==> config.mk <==
export PLATFORM = sky130hd
export DESIGN_NAME = branch_resolve_queue
export DESIGN_NICKNAME = d
export VERILOG_FILES = /design/src/rtl/branch_resolve_queue.sv
export SDC_FILE = /design/constraint.sdc
export NUM_CORES = 1
export LEC_CHECK = 0
export ABC_AREA = 1
export BUFFER_PORTS_ARGS = -buffer_cell sky130_fd_sc_hd__buf_2
export CAP_MARGIN = 5
export CORE_AREA = 2 2 81 44
export DETAILED_ROUTE_END_ITERATION = 12
export DIE_AREA = 0 0 83 46
export HOLD_SLACK_MARGIN = 0.08
export PLACE_DENSITY = 0.73
export SYNTH_ARGS = -nofsm -noshare
export SYNTH_HDL_FRONTEND = slang
export SYNTH_SLANG_ARGS = --single-unit
export TNS_END_PERCENT = 10
==> constraint.sdc <==
create_clock -name clk -period 1.85 [get_ports clk]
set_input_delay 0.185 -clock clk [delete_from_list [all_inputs] [get_ports clk]]
set_output_delay 0.185 -clock clk [all_outputs]
set_load 0.03 [all_outputs]
==> src/rtl/branch_resolve_queue.sv <==
// In-flight branch record queue between the fetch-side predictor and execute.
// It resolves branches in order, drives predictor updates and squashes younger entries on a mispredict.
module branch_resolve_queue #(
    parameter int K     = 4,
    parameter int DEPTH = 4
) (
    input  logic                       clk,
    input  logic                       rst_n,
    input  logic                       pred_valid,
    input  logic                       pred_taken,
    input  logic [K-1:0]               pred_index,
    output logic                       pred_ready,
    input  logic                       res_valid,
    input  logic                       res_taken,
    output logic                       res_ready,
    output logic                       update,
    output logic                       result,
    output logic [K-1:0]               up_index,
    output logic                       mispredict,
    output logic [$clog2(DEPTH):0]     count
);

    localparam int AW = $clog2(DEPTH);
    localparam int CW = AW + 1;

    logic         taken_mem [DEPTH];
    logic [K-1:0] index_mem [DEPTH];

    logic [AW-1:0] wr_ptr;
    logic [AW-1:0] rd_ptr;

    logic          push;
    logic          pop;
    logic          head_taken;
    logic [K-1:0]  head_index;
    logic          squash;
    logic [CW-1:0] count_nxt;

    assign pred_ready = (count != CW'(DEPTH));
    assign res_ready  = (count != '0);

    assign push       = pred_valid && pred_ready;
    assign pop        = res_valid && res_ready;
    assign head_taken = taken_mem[rd_ptr];
    assign head_index = index_mem[rd_ptr];
    assign squash     = pop && (res_taken != head_taken);

    always_comb begin
        count_nxt = count;
        if (squash)
            count_nxt = '0;
        else if (push && !pop)
            count_nxt = count + CW'(1);
        else if (pop && !push)
            count_nxt = count - CW'(1);
    end

    // Storage is not reset; a push alongside a mispredict is wrong-path and dropped.
    always_ff @(posedge clk) begin
        if (push && !squash) begin
            taken_mem[wr_ptr] <= pred_taken;
            index_mem[wr_ptr] <= pred_index;
        end
    end

    // Resolve stage boundary: outputs register one cycle after the pop.
    always_ff @(posedge clk) begin
        if (!rst_n) begin
            wr_ptr     <= '0;
            rd_ptr     <= '0;
            count      <= '0;
            update     <= 1'b0;
            mispredict <= 1'b0;
            result     <= 1'b0;
            up_index   <= '0;
        end else begin
            update     <= pop;
            mispredict <= squash;
            count      <= count_nxt;
            if (pop) begin
                result   <= res_taken;
                up_index <= head_index;
                rd_ptr   <= rd_ptr + AW'(1);
            end
            if (squash)
                wr_ptr <= rd_ptr + AW'(1);
            else if (push)
                wr_ptr <= wr_ptr + AW'(1);
        end
    end

endmodule

=== Yosys cells after proc, flatten, opt, wreduce, memory -nomap -nowiden ===
Memories as Yosys holds them, arrays and structs flattened. A register that Yosys moved wholly into a read port is not among the register bits.
Index checks and enable logic that the tools add are counted.

* Register bits after elaboration: 10
* Latch bits: 0
* Bits in writable memories: 20
* Bits in read-only memories: 0
* Memories kept: 2

{| class="wikitable"
|+ Memory list
! name !! depth !! bits a word !! read ports !! clocked after memory_dff !! wr ports !! line !! source
|-
| index_mem || 4 || 4 || 1 || 1 || 1 || 27 || <nowiki>logic [K-1:0] index_mem [DEPTH];</nowiki>
|-
| taken_mem || 4 || 1 || 1 || 1 || 1 || 26 || <nowiki>logic taken_mem [DEPTH];</nowiki>
|}

* Add/subtract/negate cells: 4
* Multipliers: 0
* Div/mod/pow operators: 0
* $lt $le $gt $ge: 0
* Equal/unequal tests: 2
* Shift-type cells: 0
* Multiplexer cells: 8
* Bitwise operators: 1
* Reductions and logical operators: 14

{| class="wikitable"
|+ Operator list
! cell !! number
|-
| 2-bit two-way mux || 4
|-
| 1-bit logical AND || 6
|-
| 3-bit two-way mux || 2
|-
| 2-bit by 1-bit adder with 2-bit output (second input constant) || 2
|-
| 1-bit logical NOT || 4
|-
| 2-bit nonzero test || 2
|-
| 3-bit by 1-bit adder with 3-bit output (second input constant) || 1
|-
| 3-bit inequality test (second input constant) || 1
|-
| 3-bit nonzero test || 1
|-
| 3-bit by 1-bit subtractor with 3-bit output (second input constant) || 1
|-
| 1-bit two-way mux || 2
|-
| 2-bit OR reduction || 1
|-
| 1-bit inequality test || 1
|-
| 1-bit inverter || 1
|}

=== Logic depth before layout (Yosys ltp) ===
Gate-level depths: netlist of the first run.

* Word-level depth: 7
* Depth in mapped cells: 12
* Mapped depth without buffers: 11

=== Worst setup path after synthesis of the first run ===
OpenSTA, ideal clock, no wires.

* Path type: reg2reg
* Start point: register count[1]
* End point: register count[2]
* Setup time: 0.064 ns
* Data arrival time: 2.265 ns
* Path slack: -0.480 ns
* Cell stages (with the launch flop): 12
* Path buffers: 1
* Period minus slack after synthesis: 2.330 ns
* Cell sequence: dfxtp_1 -> inv_2 -> nand3_1 -> and2_1 -> buf_2 -> ha_1 -> inv_1 -> fa_1 -> a21oi_1 -> o21ai_0 -> xor2_1 -> nor2_1

* Longest elaborated chain between the ends: 5
* Elaborated cells between the ends (all ways): 15

{| class="wikitable"
|+ Ends and longest elaborated chain
! what !! line !! source
|-
| from (decl) || 20 || <nowiki>output logic [$clog2(DEPTH):0] count</nowiki>
|-
| from (signal assigned) || 79 || <nowiki>count <= count_nxt;</nowiki>
|-
| 3-bit inequality test (*) || 39 || <nowiki>assign pred_ready = (count != CW'(DEPTH));</nowiki>
|-
| net pred_ready || 12 || <nowiki>output logic pred_ready,</nowiki>
|-
| 1-bit logical AND (*) || 42 || <nowiki>assign push = pred_valid && pred_ready;</nowiki>
|-
| 1-bit logical NOT || 54 || <nowiki>else if (pop && !push)</nowiki>
|-
| 1-bit logical AND || 54 ||
|-
| 2-bit nonzero test (no source line) || n/a ||
|}

The timed path passes the listed nets; every way through them passes the cells marked *. The select of a mux whose other input is x is not followed.
A chain may end at the register's enable or synchronous reset.

=== Worst setup path after layout of the first run ===
* Start point: register count[0]
* End point: register count[2]

* Longest elaborated chain between the ends: 5
* Elaborated cells between the ends (all ways): 15

{| class="wikitable"
|+ Ends and longest elaborated chain
! what
|-
| branches (longest 5 deep; another with 3-bit by 1-bit subtractor with 3-bit output)
|}

Several ways; the timed one is not identified. The select of a mux whose other input is x is not followed.

==> reports/metrics.cfg, run 1 <==
[floorplanning]
dieArea_mm2 = 0.00382
die_h_um = 46
rows = 15
initial_core_util_pct = 47.2
io_pins = 22
core_area_mm2 = 0.00321
die_x_um = 83

[timing]
worst_slack_ps = 70.7
hold_slack_ps = 118
setup_violations = 0
timing.fmax_mhz = 562
rsz0062_at_grt = yes
fin_skew_ps = 2.93
final.setup.tns_ps = 0
relSlewSlack_pct = 74.6
hold_viol = 0
post-route-period-util_pct = 96.2
worst_pin_slew_ps = 379
period_needed_ps = 1780
finalMaxSlewViolations = 0

[setup_path]
crit_path_start_kind = flop
crit_chain = inv_4, nand3b_4, and2_4, inv_4, ha_4, inv_2, fa_2, a21oi_1, o21ai_1, xor2_1, nor2_1
crit_path_end_kind = flop
arrival_ps = 1960
path_class = reg -> reg
crit_required_ps = 2030
crit_slowest_cell = dfxtp_4
critPathBufInv = 3
cpPeakStageDelay_ps = 370
crit_family = adder cells
crit_fanout = 4
cpMostUsedCell = inv_4

[clock_tree]
cts-resized-gates = 0
htreeDepth = 2
postCtsSetupRepairBufs = 0
clockRootBuffer = clkbuf_8
clock_path_buffers = 2
clk_latency_ps = 280
cts.reportedPaths.clkPinSlew_ps = 70
cts_sinks = 36
cts_tree = yes
cts_hold_buf = 0
cts_buffers = 5

[logic_synthesis]
netlist.top_cell.by_area = edfxtp_1
synth_top_area_share_pct = 39.6
synth.avg_cell_area_um2 = 10.4
ys_types = 22
netlist_area_mm2 = 0.00152
ys_ff_latch = 36
syn_inst = 145
yosys_warnings = 0
synth.area.top_cells = edfxtp_1 40%, dfxtp_1 21%, nor2_1 5.9%
ys_seq_area_share_pct = 60.8
syn-num-nets = 161

[job]
maxCapViolations = 0

[power_and_ir_drop]
ir_drop_mv = 0.782
power_leakage_nw = 0.771
powerDensity_mw_per_mm2 = 1590

[detailed_routing]
drc = 0
drt_iter0_markers = 72
finalWirelength_um = 3000
drt_first_pass_iters = 4
vias_per_cell = 4.86
post_drt_wl_per_cell_um = 13.7
drtAntennaViolNets = 0
via_count = 1064

[cells_and_area]
nNetsFinal = 192
diodes = 0
layout.cells.non_filler = 219
mostFrequentLayoutCell = nor2_1
final_layout_size_suffix_gt1_share_pct = 27.7
fillCellCount = 260
layout_common_cells = 24 x nor2_1, 21 x buf_2, 20 x edfxtp_1
area_growth_pct = 21.1

[global_route]
grt_util_all_layers_pct = 17.0
grt_max_degree = 15
first_global_vias = 921
antenna_found_initial = 0
overflow = 0
grt_pass1_wl_um = 4510

[placed_design]
io_buffers = 21
place_congestion = 0.829
dpl.hpwl_um = 2210
dp.cells = 211
pre_cts_slack_ps = 77.4

[worst_hold_path]
hold_path.class = in -> reg

[status]
outcome = finished, final reports clean

routing by layer:
metal | up-vias | global-route usage (%) | wire [µm]
met1 | 475 | 23.5 | 1450
met2 | 43 | 22.3 | 1140
met4 | 0 | 6.89 | 29
met3 | 6 | 8.70 | 370
li1 | 540 | - | -
met5 | - | 0 | 0
synthesized netlist by cell type, drive strengths merged:
| cell | count |
|---|---|
| buf | 4 |
| a211oi | 1 |
| xor2 | 3 |
| nand2 | 18 |
| ha | 5 |
| dfxtp | 16 |
| a31oi | 4 |
| fa | 1 |
| edfxtp | 20 |
| o21ai | 16 |
| and2 | 2 |
| inv | 17 |
| nor2 | 25 |
| nand3b | 1 |
| nand3 | 6 |
| a21oi | 6 |
worst register-to-register path, delay by kind of cell, from the launching register on:
| kind | cells | cell delay, ps |
|---|---|---|
| DFF | 1 | 370 |
| and+or+nand+nor | 3 | 300 |
| xor gates and xnor gates | 1 | 140 |
| AOI/OAI and AO/OA | 2 | 200 |
| adders and majority gates | 2 | 480 |
| buffers and inverters | 3 | 180 |
state kept, by name (all words and copies together), names as in the netlist, named ones only:
| register | count |
|---|---|
| wr_ptr | 2 |
| update | 1 |
| result | 1 |
| count | 3 |
| mispredict | 1 |
| index_mem | 16 |
| taken_mem | 4 |
| rd_ptr | 2 |
| up_index | 4 |
final timing paths:
| path | startpoint | endpoint | slack [ps] | depth (start not counted) |
|---|---|---|---|---|
| setup reg to reg | count[0] | count[2] | 70 | 11 |
| setup / recovery | count[0] | count[2] | 70 | 11 |
| hold reg to reg | count[0] | count[0] | 520 | 2 |
| hold / removal | pred_index[1] | index_mem[0][1] | 120 | 1 |
final cells by class:
class,count,area [µm²],share of cell area [%]
multi-input combinational,88,518,28.2
timing repair buffer,28,158,8.59
clock buffer,7,97.6,5.32
sequential,36,932,50.8
inverter,17,71.3,3.89
tap,42,52.6,2.86
clock inverter,1,5.00,0.273
power breakdown:
| part | switching, W | total [W] | internal, W |
|---|---|---|---|
| Clock | 0.000272 | 0.000617 | 0.000345 |
| Sequential | 0.000127 | 0.00120 | 0.00107 |
| Combinational | 0.000724 | 0.00111 | 0.000386 |
| Total | 0.00112 | 0.00292 | 0.00180 |
kinds of logic after synthesis:
kind of cell	synth area share, %
AO/OA/AOI/OAI	9.41
XOR/XNOR	1.73
adder cells (fa/ha/maj)	5.45
buffers and inverters	6.36
flip-flops	60.8
AND/OR/NAND/NOR	16.3
metrics by stage:
step	power (W)	util (%)	cell area, µm²
5_1_grt	0.00311	57.2	1830
3_5_place_dp	0.00231	54.0	1730
6_report	0.00292	57.2	1830
4_1_cts	0.00294	57.2	1830
3_3_place_gp	0.00227	54.0	1730
2_1_floorplan	0.00200	-	1550
Note: power is estimated with default switching activity, not from simulation.
==> inputs of run 2 (changes only) <==
--- a/config.mk
+++ b/config.mk
@@ -5,14 +5,13 @@
 export SDC_FILE = /design/constraint.sdc
 export NUM_CORES = 1
 export LEC_CHECK = 0
-export ABC_AREA = 1
 export BUFFER_PORTS_ARGS = -buffer_cell sky130_fd_sc_hd__buf_2
 export CAP_MARGIN = 5
 export CORE_AREA = 2 2 81 44
 export DETAILED_ROUTE_END_ITERATION = 12
 export DIE_AREA = 0 0 83 46
 export HOLD_SLACK_MARGIN = 0.08
-export PLACE_DENSITY = 0.73
+export PLACE_DENSITY = 0.71
 export SYNTH_ARGS = -nofsm -noshare
 export SYNTH_HDL_FRONTEND = slang
 export SYNTH_SLANG_ARGS = --single-unit
==> run 2 against run 1 <==
  * The flow now finishes with violations (negative setup slack)
  * Global-route usage down 0.41 points
  * Utilization up 1.1 points
  * Count of clock-buffer cells in the layout down 2
  * Largest power group unchanged
  * Highest routed layer unchanged
==> reports/metrics.cfg, run 2 <==
[status]
outcome = complete, but fails checks
violations = negative setup slack

[timing]
fin_skew_ps = 5.37  ; +2.44 ps
worst_slack_ps = -79.3  ; -150 ps
finalMaxSlewViolations = 0  ; unchanged
worst_pin_slew_ps = 407  ; +27.3 ps
relSlewSlack_pct = 72.9  ; -1.7 points
period_needed_ps = 1930  ; +150 ps
setup_violations = 2  ; +2
hold_viol = 0  ; unchanged
rsz0062_at_grt = yes
post-route-period-util_pct = 104  ; +8.1 points
timing.fmax_mhz = 518  ; -7.8%

[worst_hold_path]
hold_path.class = in -> reg

[logic_synthesis]
synthAdderAreaFrac_pct = 5.67  ; +0.22 points
synth_top_area_share_pct = 41.2  ; +1.6 points
netlist.top_cell.by_area = edfxtp_1
muxShareOfSynthArea_pct = 9.19  ; +9.2 points
synth.avg_cell_area_um2 = 13.9  ; +33%
ys_top_cells_by_count = 20 x edfxtp_1, 16 x dfxtp_1, 12 x nand2_1
ys_seq_area_share_pct = 63.2  ; +2.5 points
synth_most_common_cell = edfxtp_1
ys_ff_latch = 36  ; unchanged
synth_edf_count = 20  ; unchanged
syn_inst = 105  ; -28%
yosys_warnings = 0  ; unchanged
synth-simple-area-share_pct = 8.76  ; -7.5 points
synth.area.top_cells = edfxtp_1 41%, dfxtp_1 22%, mux4_2 7.7%
synth-main-ff-cell = edfxtp_1
synthXorXnorAreaFrac_pct = 5.33  ; +3.6 points
synth_top_family_by_area = multiplexers
ys_types = 25  ; +14%
async_flop_share_pct = 0  ; unchanged
syn-num-nets = 121  ; -25%
netlist_area_mm2 = 0.00146  ; -3.9%
synth_compound_area_share_pct = 4.38  ; -5.0 points

[job]
maxCapViolations = 0  ; unchanged

[power_and_ir_drop]
powerDensity_mw_per_mm2 = 1540  ; -3.3%
p_total_w = 0.00288  ; -1.5%
power_leakage_nw = 0.763  ; -1.1%
ir_drop_mv = 0.593  ; -24%

[detailed_routing]
drc = 0  ; unchanged
vias_per_cell = 5.02  ; +3.4%
finalWirelength_um = 2830  ; -5.5%
drt_first_pass_iters = 4  ; unchanged
post_drt_wl_per_cell_um = 15.0  ; +10%
via_count = 944  ; -11%
drtAntennaViolNets = 0  ; unchanged
drt_iter0_markers = 21  ; -71%

[placed_design]
place_congestion = 0.751  ; -9.3%
dpl.hpwl_um = 2120  ; -4.2%
io_buffers = 21  ; unchanged

[cells_and_area]
layout_common_cells = 21 x buf_2, 20 x edfxtp_1, 13 x buf_4
utilization_pct = 58.2  ; +1.1 points
mostFrequentLayoutCell = buf_2
nNetsFinal = 161  ; -16%
area_growth_pct = 28.3
largest_register_ffs = 16  ; unchanged
diodes = 0  ; unchanged
fillCellCount = 257  ; -1.2%
top_register = index_mem
reg_top3 = index_mem x16, taken_mem x4, up_index x4
final_layout_size_suffix_gt1_share_pct = 45.9  ; +18 points

[global_route]
grt_pass1_wl_um = 4490  ; -0.47%
overflow = 0  ; unchanged
grt_util_all_layers_pct = 16.6  ; -0.41 points
antenna_found_initial = 0  ; unchanged
first_global_vias = 915  ; -0.65%
grt_max_degree = 12  ; -3

[clock_tree]
cts.reportedPaths.clkPinSlew_ps = 70  ; about the same
cts_sinks = 36  ; unchanged
cts_buffers = 5  ; unchanged
clockRootBuffer = clkbuf_8
clk_latency_ps = 290  ; about the same
cts_hold_buf = 0  ; unchanged
cts_tree = yes
clock_path_buffers = 2  ; unchanged
htreeDepth = 2  ; unchanged

[floorplanning]
dieArea_mm2 = 0.00382  ; unchanged
die_h_um = 46  ; unchanged
die_x_um = 83  ; unchanged
initial_core_util_pct = 45.4  ; -1.8 points
io_pins = 22  ; unchanged
core_area_mm2 = 0.00321  ; unchanged
rows = 15  ; unchanged

[setup_path]
cpMostUsedCell = xor2_1
cpPeakStageDelay_ps = 360  ; about the same
crit_required_ps = 2070  ; +40 ps
crit_chain = o31a_1, clkinv_4, ha_4, inv_2, fa_2, xor2_1, nor2_1, xor2_1, and3_1
crit_path_end_kind = flop
path_class = reg -> reg
arrival_ps = 2150  ; +190 ps
crit_path_start_kind = flop
crit_fanout = 5  ; +1
crit_slowest_cell = dfxtp_4

run 2: power breakdown:
| part | switching (W) | internal (W) | leakage [nW] |
|---|---|---|---|
| logic | 0.000581 | 0.000570 | 0.401 |
| clock network | 0.000275 | 0.000255 | 0.0453 |
| registers | 0.000137 | 0.00106 | 0.316 |
run 2: worst max-delay path: cells and delay by family (launching register included):
family	cells	cell delay, ps
compound gates	1	330
xor+xnor	2	330
fa+ha+maj	2	460
buf+inv	2	110
flops	1	360
simple gates	2	290
run 2: final timing paths:
kind	from	to	slack [ps]	cells past startpoint
worst max-delay path	count[0]	count[2]	-80	9
worst min-delay path	pred_index[1]	index_mem[1][1]	110	1
worst max register to register	count[0]	count[2]	-80	9
worst min register to register	up_index[1]	up_index[1]	460	2
run 2: stage by stage:
step / worst slack (ps) / TNS, ps / cells / cell area [µm²] / hold WS, ps
final: -79.3 / -99.5 / 188 / 1870 / 113
after global placement: -52.0 / -94.6 / 177 / 1710 / 405
after detailed placement: -83.8 / -634 / 177 / 1710 / 409
after global routing: -185 / -581 / 188 / 1870 / 114
after CTS: -96.3 / -118 / 186 / 1820 / 110
after floorplan: -138 / -267 / 105 / 1490 / 284
run 2: routing by layer:
metal | up-vias | track usage [%] | share of wire, %
met5 | - | 0 | 0
met4 | 0 | 7.21 | 0.88
met3 | 5 | 6.88 | 6.1
met2 | 23 | 23.4 | 43
met1 | 467 | 22.6 | 50
li1 | 449 | - | -
run 2: cell families after synthesis:
family	after synthesis
buffers and inverters	9
adder cells (fa/ha/maj)	6
flip-flops	36
multiplexers	7
XOR/XNOR	8
AO/OA/AOI/OAI	11
AND/OR/NAND/NOR	28
run 2: timing repair:
item / CTS / global route
gates resized for setup: 7 / 8
pin swaps: 1 / 2
setup endpoints to repair: 22 / 20
buffers inserted: 1 / 2
run 2: layout make-up:
| class | instances | area (µm²) | area share [%] |
|---|---|---|---|
| clock buffers | 5 | 68.8 | 3.68 |
| flip-flops and latches | 36 | 933 | 50.0 |
| inverters | 5 | 23.8 | 1.27 |
| multi-input cells | 60 | 539 | 28.9 |
| well taps | 42 | 52.6 | 2.81 |
| clock inverters | 3 | 13.8 | 0.737 |
| repair buffers | 37 | 236 | 12.7 |
